File: src/rtl/display_pkg.sv
// display_pkg: digit width, special codes and packed-word digit extraction
package display_pkg;
  localparam int DIGIT_W = 4;
  localparam int MAX_DIGITS = 64;
  localparam int PW = DIGIT_W * MAX_DIGITS;
  localparam logic [DIGIT_W-1:0] CODE_DP = 4'hA;
  localparam logic [DIGIT_W-1:0] CODE_BLANK = 4'hF;
  // callers widen their word to PW bits, so at most MAX_DIGITS digits are supported
  function automatic logic [DIGIT_W-1:0] digit_at(input logic [PW-1:0] w, input int i);
    return w[i*DIGIT_W +: DIGIT_W];
  endfunction
endpackage

File: src/rtl/seg_lz_blank.sv
// seg_lz_blank: per-digit effective codes with optional leading-zero blanking
module seg_lz_blank
  import display_pkg::*;
#(
  parameter int NUM_DIGITS = 8
) (
  input  logic [DIGIT_W*NUM_DIGITS-1:0] word_i,
  input  logic                          lz_en_i,
  output logic [DIGIT_W*NUM_DIGITS-1:0] code_o
);
  logic [DIGIT_W-1:0] d;
  logic zero_above;
  // walk from the most significant digit down; 4'hA..4'hF count as non-zero
  always_comb begin
    zero_above = 1'b1;
    code_o = '0;
    d = '0;
    for (int i = NUM_DIGITS - 1; i >= 0; i--) begin
      d = digit_at(PW'(word_i), i);
      zero_above = zero_above && (d == 4'h0);
      code_o[i*DIGIT_W +: DIGIT_W] = (lz_en_i && i > 0 && zero_above) ? CODE_BLANK : d;
    end
  end
endmodule

File: src/rtl/seg_scan_ctrl.sv
// seg_scan_ctrl: multiplexed 7-segment scan with guard gap and frame-synchronous updates
module seg_scan_ctrl
  import display_pkg::*;
#(
  parameter int NUM_DIGITS   = 8,
  parameter int REFRESH_DIV  = 100000,
  parameter int GUARD_CYCLES = 16
) (
  input  logic                          clk,
  input  logic                          rst,
  input  logic                          load,
  input  logic [DIGIT_W*NUM_DIGITS-1:0] digits_in,
  input  logic                          lz_en,
  output logic [DIGIT_W-1:0]            Q,
  output logic [NUM_DIGITS-1:0]         anode,
  output logic                          frame_start,
  output logic                          pending
);
  localparam int CW = $clog2(REFRESH_DIV);
  localparam int IW = NUM_DIGITS > 1 ? $clog2(NUM_DIGITS) : 1;
  localparam int WW = DIGIT_W * NUM_DIGITS;

  logic [CW-1:0] div_cnt_q, div_cnt_d;
  logic [IW-1:0] idx_q, idx_d;
  logic [WW-1:0] pend_q, pend_d, disp_q, disp_d, eff;
  logic pending_q, pending_d;
  logic [DIGIT_W-1:0] q_q, q_d;
  logic [NUM_DIGITS-1:0] anode_q, anode_d;
  logic fs_q, fs_d;
  logic wrap_slot, wrap_frame;

  assign wrap_slot  = div_cnt_q == CW'(REFRESH_DIV - 1);
  assign wrap_frame = wrap_slot && idx_q == IW'(NUM_DIGITS - 1);

  seg_lz_blank #(.NUM_DIGITS(NUM_DIGITS)) u_lz (
    .word_i  (disp_d),
    .lz_en_i (lz_en),
    .code_o  (eff)
  );

  // outputs are precomputed from next-state values so they line up with the held count
  always_comb begin
    div_cnt_d = wrap_slot ? '0 : div_cnt_q + CW'(1);
    idx_d = wrap_frame ? '0 : wrap_slot ? idx_q + IW'(1) : idx_q;
    pend_d = load ? digits_in : pend_q;
    disp_d = wrap_frame ? (load ? digits_in : pending_q ? pend_q : disp_q) : disp_q;
    pending_d = wrap_frame ? 1'b0 : (load | pending_q);
    q_d = digit_at(PW'(eff), int'(idx_d));
    anode_d = div_cnt_d < CW'(GUARD_CYCLES) ? '1 : ~(NUM_DIGITS'(1) << idx_d);
    fs_d = div_cnt_d == '0 && idx_d == '0;
  end

  always_ff @(posedge clk or posedge rst) begin
    if (rst) begin
      div_cnt_q <= '0;
      idx_q <= '0;
      pend_q <= '0;
      disp_q <= {NUM_DIGITS{CODE_BLANK}};
      pending_q <= 1'b0;
      q_q <= CODE_BLANK;
      anode_q <= '1;
      fs_q <= 1'b0;
    end else begin
      div_cnt_q <= div_cnt_d;
      idx_q <= idx_d;
      pend_q <= pend_d;
      disp_q <= disp_d;
      pending_q <= pending_d;
      q_q <= q_d;
      anode_q <= anode_d;
      fs_q <= fs_d;
    end
  end

  assign Q = q_q;
  assign anode = anode_q;
  assign frame_start = fs_q;
  assign pending = pending_q;
endmodule

File: config.mk
export PLATFORM = sky130hd
export DESIGN_NAME = seg_scan_ctrl
export DESIGN_NICKNAME = d
export VERILOG_FILES = /design/src/rtl/display_pkg.sv /design/src/rtl/seg_lz_blank.sv /design/src/rtl/seg_scan_ctrl.sv
export SDC_FILE = /design/constraint.sdc
export NUM_CORES = 1
export LEC_CHECK = 0
export ABC_AREA = 1
export CAP_MARGIN = 20
export CORE_MARGIN = 2
export CORE_UTILIZATION = 25
export CTS_CLUSTER_SIZE = 12
export DETAILED_ROUTE_END_ITERATION = 6
export GPL_TIMING_DRIVEN = 0
export PLACE_DENSITY = 0.44
export SLEW_MARGIN = 20
export SYNTH_ARGS = -nofsm -noshare
export SYNTH_HDL_FRONTEND = slang
export SYNTH_SLANG_ARGS = --single-unit
export TNS_END_PERCENT = 1
File: constraint.sdc
create_clock -name clk -period 9.8 [get_ports clk]
set_clock_uncertainty 0.1 [all_clocks]
set_input_delay 1.96 -clock clk [delete_from_list [all_inputs] [get_ports clk]]
set_output_delay 1.96 -clock clk [all_outputs]
set_load 0.02 [all_outputs]
==> results.json, run 1 <==
{
  "antenna_cells": 0,
  "cp.arrival_ns": 4.88,
  "async_flop_share_pct": 100,
  "vdd_drop_max_v": 0.0000700,
  "cts_setup_buffers": 0,
  "htree_num_levels": 3,
  "routed_wl_um": 14300,
  "grt_pass1_wl_um": 24600,
  "crit_fanout": 10,
  "setup_tns_ns": 0,
  "layout.nets": 826,
  "fp-row-count": 52,
  "syn_area_mm2": 0.00523,
  "critical_path_class": "input pin to register",
  "min_period_ns": 4.71,
  "dieHeight_um": 149,
  "drtIter0Drc": 175,
  "cts_tree": "built",
  "viasPerCell": 4.27,
  "ant_nets": 0,
  "hp-class": "register to register",
  "grt-ovfl-total": 0,
  "crit_slowest_cell": "clkdlybuf4s50_1",
  "ys_types": 37,
  "mostFrequentLayoutCells": "nand2_1, inv_1, nor2_1, dfrtp_1, clkdlybuf4s50_1",
  "reg2regPathDepth": 17,
  "clkLatencyLatePin_ns": 0.35,
  "slowest_delay_ns": 0.49,
  "fmax_ghz": 0.212,
  "cp_cell_sequence": "clkdlybuf4s50_1, clkbuf_1, clkbuf_1, buf_2, nand2_1, nand2_1, nand2_1, o22ai_1, nor2_1, nand4_1, nand2_1, nand2_1, nand2_1, nand2_1, nand2_1",
  "cts_hold_buf": 0,
  "cp-end-kind": "register",
  "first_pass_iters": 6,
  "required_ns": 9.97,
  "yosysSeqAreaShare_pct": 48.0,
  "worstSetupStartpointType": "input pin",
  "worstMarginPinSlew_ns": 0.599,
  "avgSynthCellArea_um2": 7.20,
  "die_area_mm2": 0.0221,
  "post_route_cells_drive_above_1_share_pct": 12.1,
  "pre_cts_ws_ns": 4.62,
  "grt_pass1_vias": 4744,
  "start_util_pct": 25.7,
  "synth_area_leader_cell": "dfrtp_1",
  "coreArea_mm2": 0.0204,
  "grt_usage_pct": 14.2,
  "die_w_um": 149,
  "ys_ff_latch": 98,
  "maxCapViolCount": 0,
  "leakagePower_nw": 3.16,
  "fin_ws_ns": 5.09,
  "yosys.area.top_type_share_pct": 25.8,
  "cts.sinks": 98,
  "status": "completed",
  "yosys-top-cells-area": "dfrtp_1, dfstp_2, nand2_1",
  "drcViolationCount": 0,
  "vias": 4533,
  "powerDensity_mw_per_mm2": 132,
  "final_common_cell": "nand2_1",
  "slew_headroom_pct": 59.8,
  "wl_per_cell_um": 13.5,
  "cts-root-buf": "clkbuf_16",
  "syn_to_final_growth_pct": 22.1,
  "cts-resized-gates": 0,
  "cts_max_path_buffers": 2,
  "setup_viol": 0,
  "gp_congestion": 0.768,
  "grt_setup_unrepaired": "false",
  "syn_inst": 726,
  "io_pins": 50,
  "slew_viol_final": 0,
  "antenna_found_initial": 0,
  "synth_edf_count": 0,
  "synth_fp_nets": 765,
  "ys_warn_count": 0,
  "critical_path.most_common_cell": "nand2_1",
  "synth_flop_cell": "dfrtp_1",
  "timing.final.crit_share_pct": 48.1,
  "whs_path_depth": 2,
  "numPortBuffers": 49,
  "finalHoldViolations": 0,
  "hpwlAfterDp_um": 10900,
  "final_core_util_pct": 31.3,
  "grt_max_degree": 58,
  "cts_buffers": 9,
  "path_clk_slew_ns": 0.06
}
[kinds of logic after synthesis]
logic type / after synthesis / share of synthesized area (%)
AO/OA/AOI/OAI: 70 / 7.49
XOR/XNOR: 1 / 0.168
adder cells (fa/ha/maj): 3 / 0.718
buffers and inverters: 113 / 8.45
flip-flops: 98 / 48.0
AND/OR/NAND/NOR: 441 / 35.2
[sequential cells by signal, summed over array words and instances, names as in the netlist]
signal	cells
Q	4
anode	8
disp_q	32
div_cnt_q	17
frame_start	1
idx_q	3
pend_q	32
pending	1
[worst max-delay path, delay by kind of cell]
kind	cells	cell delay [ns]
simple gates	10	0.88
buf+inv	4	1.72
compound gates	1	0.30
[layout make-up]
type,instances,area [um^2]
inverters,93,354
clock inverters,2,10.0
well taps,270,338
clock buffers,14,284
plain buffers,20,92.6
fillers,2247,14000
flip-flops and latches,98,2510
multi-input cells,515,2280
repair buffers,50,518
[through the flow]
stage                     cell area, um^2  instances  power, mW  hold slack [ns]
after global placement               6060       1045      0.496            0.354
after global routing                 6380       1062      0.883            0.393
after floorplan                      5230        726      0.467            0.338
final                                6380       1062      0.842            0.370
after detailed placement             6090       1046      0.498            0.360
after CTS                            6380       1062      0.856            0.376
[synth_stat cells, types with 2 or more instances]
cell	count
nor2_1	54
nand3_1	36
inv_1	79
o21ai_0	45
ha_1	3
buf_2	5
nor2_4	3
nand2_1	302
o211ai_1	2
dfrtp_1	54
clkbuf_1	13
nor2_2	7
clkinv_1	3
nand2_2	4
dfstp_2	44
inv_2	11
nor3_1	9
nand4_1	19
a21oi_1	8
a21boi_0	6
o21ai_1	3
[where the power goes]
part | switching, mW | internal (mW)
clock | 0.153 | 0.199
sequential | 0.00509 | 0.421
combinational | 0.0367 | 0.0269
[metal layers]
layer | GRT usage (%) | share of wire [%] | wire [um] | vias to the layer above
met5 | 0 | 0 | 0 | -
met4 | 3.81 | 1.0 | 145 | 0
met3 | 2.55 | 1.9 | 273 | 11
met2 | 24.1 | 49 | 7090 | 45
met1 | 18.7 | 48 | 6830 | 2094
li1 | - | - | - | 2383
[final timing paths]
| kind | from | slack [ns] | end |
|---|---|---|---|
| setup / recovery | load | 5.09 | Q[1] |
| hold / removal | pend_q[1] | 0.37 | pend_q[1] |
| setup reg to reg | div_cnt_q[0] | 6.66 | Q[1] |
| hold reg to reg | pend_q[1] | 0.37 | pend_q[1] |
| max in group asynchronous | rst | 7.02 | disp_q[2] |
| min in group asynchronous | rst | 1.89 | pend_q[12] |
No activity file was read; power rests on OpenSTA's default activity.
==> inputs of run 2 (changes only) <==
Settings changed: PLACE_DENSITY 0.44 to 0.46.
Clock period 9.8 ns to 3.9 ns, I/O delays scaled along.
==> results.json, run 2 (same netlist as run 1, synthesis figures left out) <==
{
  "grt-ovfl-total": 0,
  "hp-class": "register to register",
  "cts.sinks": 98,
  "crit_slowest_cell": "clkbuf_1",
  "setup_tns_ns": 0,
  "start_util_pct": 25.7,
  "required_ns": 4.09,
  "grt_usage_pct": 13.9,
  "powerDensity_mw_per_mm2": 328,
  "p_int_mw": 1.57,
  "slew_viol_final": 0,
  "vdd_drop_max_v": 0.000164,
  "crit_fanout": 10,
  "grt_pass1_vias": 4746,
  "cts_tree": "built",
  "p_switching_mw": 0.518,
  "numPortBuffers": 49,
  "p_sw_share_pct": 24.8,
  "met2_length_um": 7040,
  "rrSetupSlack_ns": 0.77,
  "critical_path_class": "input pin to register",
  "vias": 4552,
  "slowest_delay_ns": 0.48,
  "drcViolationCount": 0,
  "pre_cts_ws_ns": -0.0761,
  "syn_to_final_growth_pct": 21.9,
  "wl_met3_um": 367,
  "antenna_cells": 0,
  "cp_cell_sequence": "clkdlybuf4s50_1, inv_2, clkbuf_1, clkbuf_1, o21ai_0, nand2_1, nand2_1, inv_1, nand4_1, nor2_2, nand4_1, nand2_1, nand2_1, nand2_1, nand2_1, nand2_1",
  "finalHoldViolations": 0,
  "fillers": 2259,
  "cts_buffers": 9,
  "cp-end-kind": "register",
  "wl_met1_um": 6630,
  "coreArea_mm2": 0.0204,
  "routed_wl_um": 14200,
  "multi_input_area_mm2": 0.00228,
  "r2r-end": "Q[1]",
  "layout.nets": 826,
  "io_pins": 50,
  "pwr-share-seq_pct": 51.1,
  "worstMarginPinSlew_ns": 0.645,
  "drtIter0Drc": 192,
  "slew_headroom_pct": 56.8,
  "gp_congestion": 0.805,
  "fin_ws_ns": 0.559,
  "grt_pass1_wl_um": 23900,
  "ant_nets": 0,
  "status": "completed",
  "top_layer_used": "met4",
  "regArea_mm2": 0.00251,
  "cts-root-buf": "clkbuf_16",
  "path_clk_slew_ns": 0.07,
  "setup_viol": 0,
  "clkPwrFrac_pct": 41.3,
  "grt_setup_unrepaired": "false",
  "cts_max_path_buffers": 2,
  "min_period_ns": 3.34,
  "cp.arrival_ns": 3.53,
  "cts_setup_buffers": 0,
  "wl_per_cell_um": 13.4,
  "timing.final.crit_share_pct": 85.7,
  "maxCapViolCount": 0,
  "fp-row-count": 52,
  "final_common_cell": "nand2_1",
  "hpwlAfterDp_um": 10700,
  "r2r_start": "div_cnt_q[0]",
  "reg2regPathDepth": 17,
  "worstSetupStartpointType": "input pin",
  "cp-startpoint": "load",
  "die_w_um": 149,
  "antenna_found_initial": 0,
  "crit_end": "Q[1]",
  "dieHeight_um": 149,
  "top_regs": "disp_q x32, pend_q x32, div_cnt_q x17",
  "critical_path.most_common_cell": "nand2_1",
  "mostFrequentLayoutCells": "nand2_1, inv_1, nor2_1, dfrtp_1, clkdlybuf4s50_1",
  "die_area_mm2": 0.0221,
  "viasPerCell": 4.29,
  "first_pass_iters": 4,
  "leakagePower_nw": 3.14,
  "htree_num_levels": 3,
  "fmax_ghz": 0.299,
  "pwr-share-comb_pct": 7.6,
  "grt_max_degree": 67,
  "clkLatencyLatePin_ns": 0.36,
  "post_route_cells_drive_above_1_share_pct": 12.4
}
## run 2: timing repair
item / CTS / global route
hold buffers: 0 / 0
gates resized for setup: 0 / 2
setup endpoints to repair: 0 / 1
## run 2: power groups by stage
stage | sequential [mW] | clock, mW | combinational, mW
after CTS | 1.07 | 0.892 | 0.165
after global placement | 1.09 | 0 | 0.158
final | 1.07 | 0.864 | 0.159
after floorplan | 1.09 | 0 | 0.0885
after global routing | 1.07 | 0.934 | 0.187
after detailed placement | 1.09 | 0 | 0.164
## run 2: metrics by stage
step | cell area, um^2 | hold slack, ns | cells | utilization (%) | power (mW)
2_1_floorplan | 5230 | 0.338 | 726 | - | 1.17
5_1_grt | 6370 | 0.392 | 1062 | 31.3 | 2.19
3_5_place_dp | 6090 | 0.357 | 1046 | 29.9 | 1.25
6_report | 6370 | 0.368 | 1062 | 31.3 | 2.09
4_1_cts | 6370 | 0.373 | 1062 | 31.3 | 2.13
3_3_place_gp | 6060 | 0.351 | 1045 | 29.7 | 1.24
## run 2: how the worst min path moves through the flow
stage / end / cells past startpoint / startpoint
2_1_floorplan: pend_q[7] / 2 / pend_q[7]
3_3_place_gp: pend_q[11] / 2 / pend_q[11]
3_5_place_dp: pend_q[1] / 2 / pend_q[1]
4_1_cts: pend_q[7] / 2 / pend_q[7]
5_1_grt: pend_q[27] / 2 / pend_q[27]
6_report: pend_q[7] / 2 / pend_q[7]
## run 2: cell type report
class,instances,share of cell area (%)
plain buffers,20,1.47
clock buffers,10,3.75
clock inverters,6,0.668
inverters,93,5.56
multi-input cells,515,35.8
flip-flops and latches,98,39.3
well taps,270,5.30
repair buffers,50,8.13
## run 2: layer usage
layer,vias up,global-route usage (%)
met1,2121,17.6
li1,2385,-
met5,-,0
met2,35,24.3
met3,11,3.01
met4,0,3.43
## run 2: critical path, delay by kind of cell
kind	cells	cell delay, ns
simple gates	10	1.06
buf+inv	5	1.52
compound gates	1	0.17
==> inputs of run 3 (changes only) <==
Settings changed: RECOVER_POWER from default to 50.
==> results.json, run 3 (same netlist as run 1, synthesis figures left out) <==
{
  "drcViolationCount": 0,
  "antenna_cells": 0,
  "powerDensity_mw_per_mm2": 329,
  "vdd_drop_max_v": 0.000164,
  "maxCapViolCount": 1,
  "dieHeight_um": 149,
  "final_common_cell": "nand2_1",
  "cp.arrival_ns": 3.52,
  "cts.sinks": 98,
  "vias": 4583,
  "required_ns": 4.09,
  "cts_buffers": 9,
  "p_sw_share_pct": 24.7,
  "grt_pass1_wl_um": 23900,
  "worstSetupStartpointType": "input pin",
  "r2r_start": "div_cnt_q[0]",
  "start_util_pct": 25.7,
  "clkLatencyLatePin_ns": 0.36,
  "coreArea_mm2": 0.0204,
  "cts-root-buf": "clkbuf_16",
  "min_period_ns": 3.32,
  "mostFrequentLayoutCells": "nand2_1, inv_1, nor2_1",
  "io_pins": 50,
  "antenna_found_initial": 0,
  "critical_path_class": "input pin to register",
  "p_switching_mw": 0.517,
  "setup_viol": 0,
  "r2r-end": "Q[1]",
  "crit_end": "Q[1]",
  "p_int_mw": 1.57,
  "pwr-share-comb_pct": 7.6,
  "routed_wl_um": 14200,
  "grt-ovfl-total": 0,
  "cp-startpoint": "load",
  "worstMarginPinSlew_ns": 1.53,
  "crit_fanout": 10,
  "numPortBuffers": 49,
  "rrSetupSlack_ns": 0.58,
  "post_route_cells_drive_above_1_share_pct": 12.1,
  "grt_pass1_vias": 4746,
  "drtIter0Drc": 211,
  "pwr-share-seq_pct": 51.2,
  "ant_nets": 0,
  "fin_ws_ns": 0.578,
  "cts-resized-gates": 0,
  "clkPwrFrac_pct": 41.3,
  "grt_usage_pct": 13.9,
  "leakagePower_nw": 3.14,
  "syn_to_final_growth_pct": 21.6,
  "hpwlAfterDp_um": 10700,
  "layout.nets": 826,
  "timing.final.crit_share_pct": 85.2,
  "place_area_mm2": 0.00609,
  "cp-end-kind": "register",
  "reg2regPathDepth": 17,
  "cts_hold_buf": 0,
  "cts_max_path_buffers": 2,
  "grt_setup_unrepaired": "false",
  "violations": "capacitance limit, slew limit",
  "cts_setup_buffers": 0,
  "viasPerCell": 4.32,
  "slew_headroom_pct": -2.26,
  "htree_num_levels": 3,
  "status": "finished, violations left",
  "fp-row-count": 52,
  "top_regs": "disp_q x32, pend_q x32, div_cnt_q x17",
  "finalHoldViolations": 0,
  "fmax_ghz": 0.301,
  "wl_per_cell_um": 13.4,
  "pre_cts_ws_ns": -0.0761,
  "gp_congestion": 0.805,
  "grt_max_degree": 67,
  "cts_tree": "built",
  "hp-class": "register to register",
  "first_pass_iters": 4,
  "slew_viol_final": 33,
  "path_clk_slew_ns": 0.07,
  "final_area_mm2": 0.00636,
  "die_area_mm2": 0.0221,
  "die_w_um": 149
}
run 3: power by group through the flow:
stage	combinational [mW]	sequential (mW)	clock, mW
after floorplan	0.0885	1.09	0
after global placement	0.158	1.09	0
after detailed placement	0.164	1.09	0
after CTS	0.165	1.07	0.892
after global routing	0.186	1.07	0.934
final	0.158	1.07	0.863
run 3: critical path, cell delays in order:
cell and delay, ns:
clkdlybuf4s50_1 0.43, inv_2 0.15, clkbuf_1 0.36, clkbuf_1 0.47, o21ai_0 0.17, nand2_1 0.09
nand2_1 0.07, inv_1 0.09, nand4_1 0.12, nor2_2 0.20, nand4_1 0.20, nand2_1 0.11
nand2_1 0.05, nand2_1 0.07, nand2_1 0.06, nand2_1 0.09
run 3: routing by layer:
| layer | routed length (um) | track usage, % | up-vias |
|---|---|---|---|
| li1 | - | - | 2385 |
| met1 | 6590 | 17.6 | 2138 |
| met2 | 7050 | 24.3 | 48 |
| met3 | 416 | 3.01 | 12 |
| met4 | 155 | 3.43 | 0 |
| met5 | 0 | 0 | - |
run 3: cell type report:
| cell class | instances | area, um^2 |
|---|---|---|
| sequential | 98 | 2510 |
| multi-input combinational | 515 | 2270 |
| fill | 2264 | 14000 |
| tap | 270 | 338 |
| clock buffer | 10 | 239 |
| inverter | 93 | 350 |
| timing repair buffer | 50 | 518 |
| clock inverter | 6 | 42.5 |
| buffer | 20 | 93.8 |
run 3: worst min-delay path by stage:
| stage | end | slack (ns) | cells past startpoint | from |
|---|---|---|---|---|
| after floorplan | pend_q[7] | 0.34 | 2 | pend_q[7] |
| after global placement | pend_q[11] | 0.35 | 2 | pend_q[11] |
| after detailed placement | pend_q[1] | 0.36 | 2 | pend_q[1] |
| after CTS | pend_q[7] | 0.37 | 2 | pend_q[7] |
| after global routing | pend_q[27] | 0.39 | 2 | pend_q[27] |
| final | pend_q[7] | 0.37 | 2 | pend_q[7] |
run 3: per-stage QoR:
| stage | hold WS [ns] | setup TNS, ns | std cells | total power, mW | utilization, % |
|---|---|---|---|---|---|
| detailed placement | 0.357 | -0.245 | 1046 | 1.25 | 29.9 |
| global route | 0.392 | 0 | 1062 | 2.19 | 31.2 |
| finish | 0.368 | 0 | 1062 | 2.09 | 31.2 |
| floorplan | 0.338 | 0 | 726 | 1.17 | - |
| global placement | 0.351 | -83.03 | 1045 | 1.24 | 29.7 |
| CTS | 0.373 | 0 | 1062 | 2.13 | 31.3 |
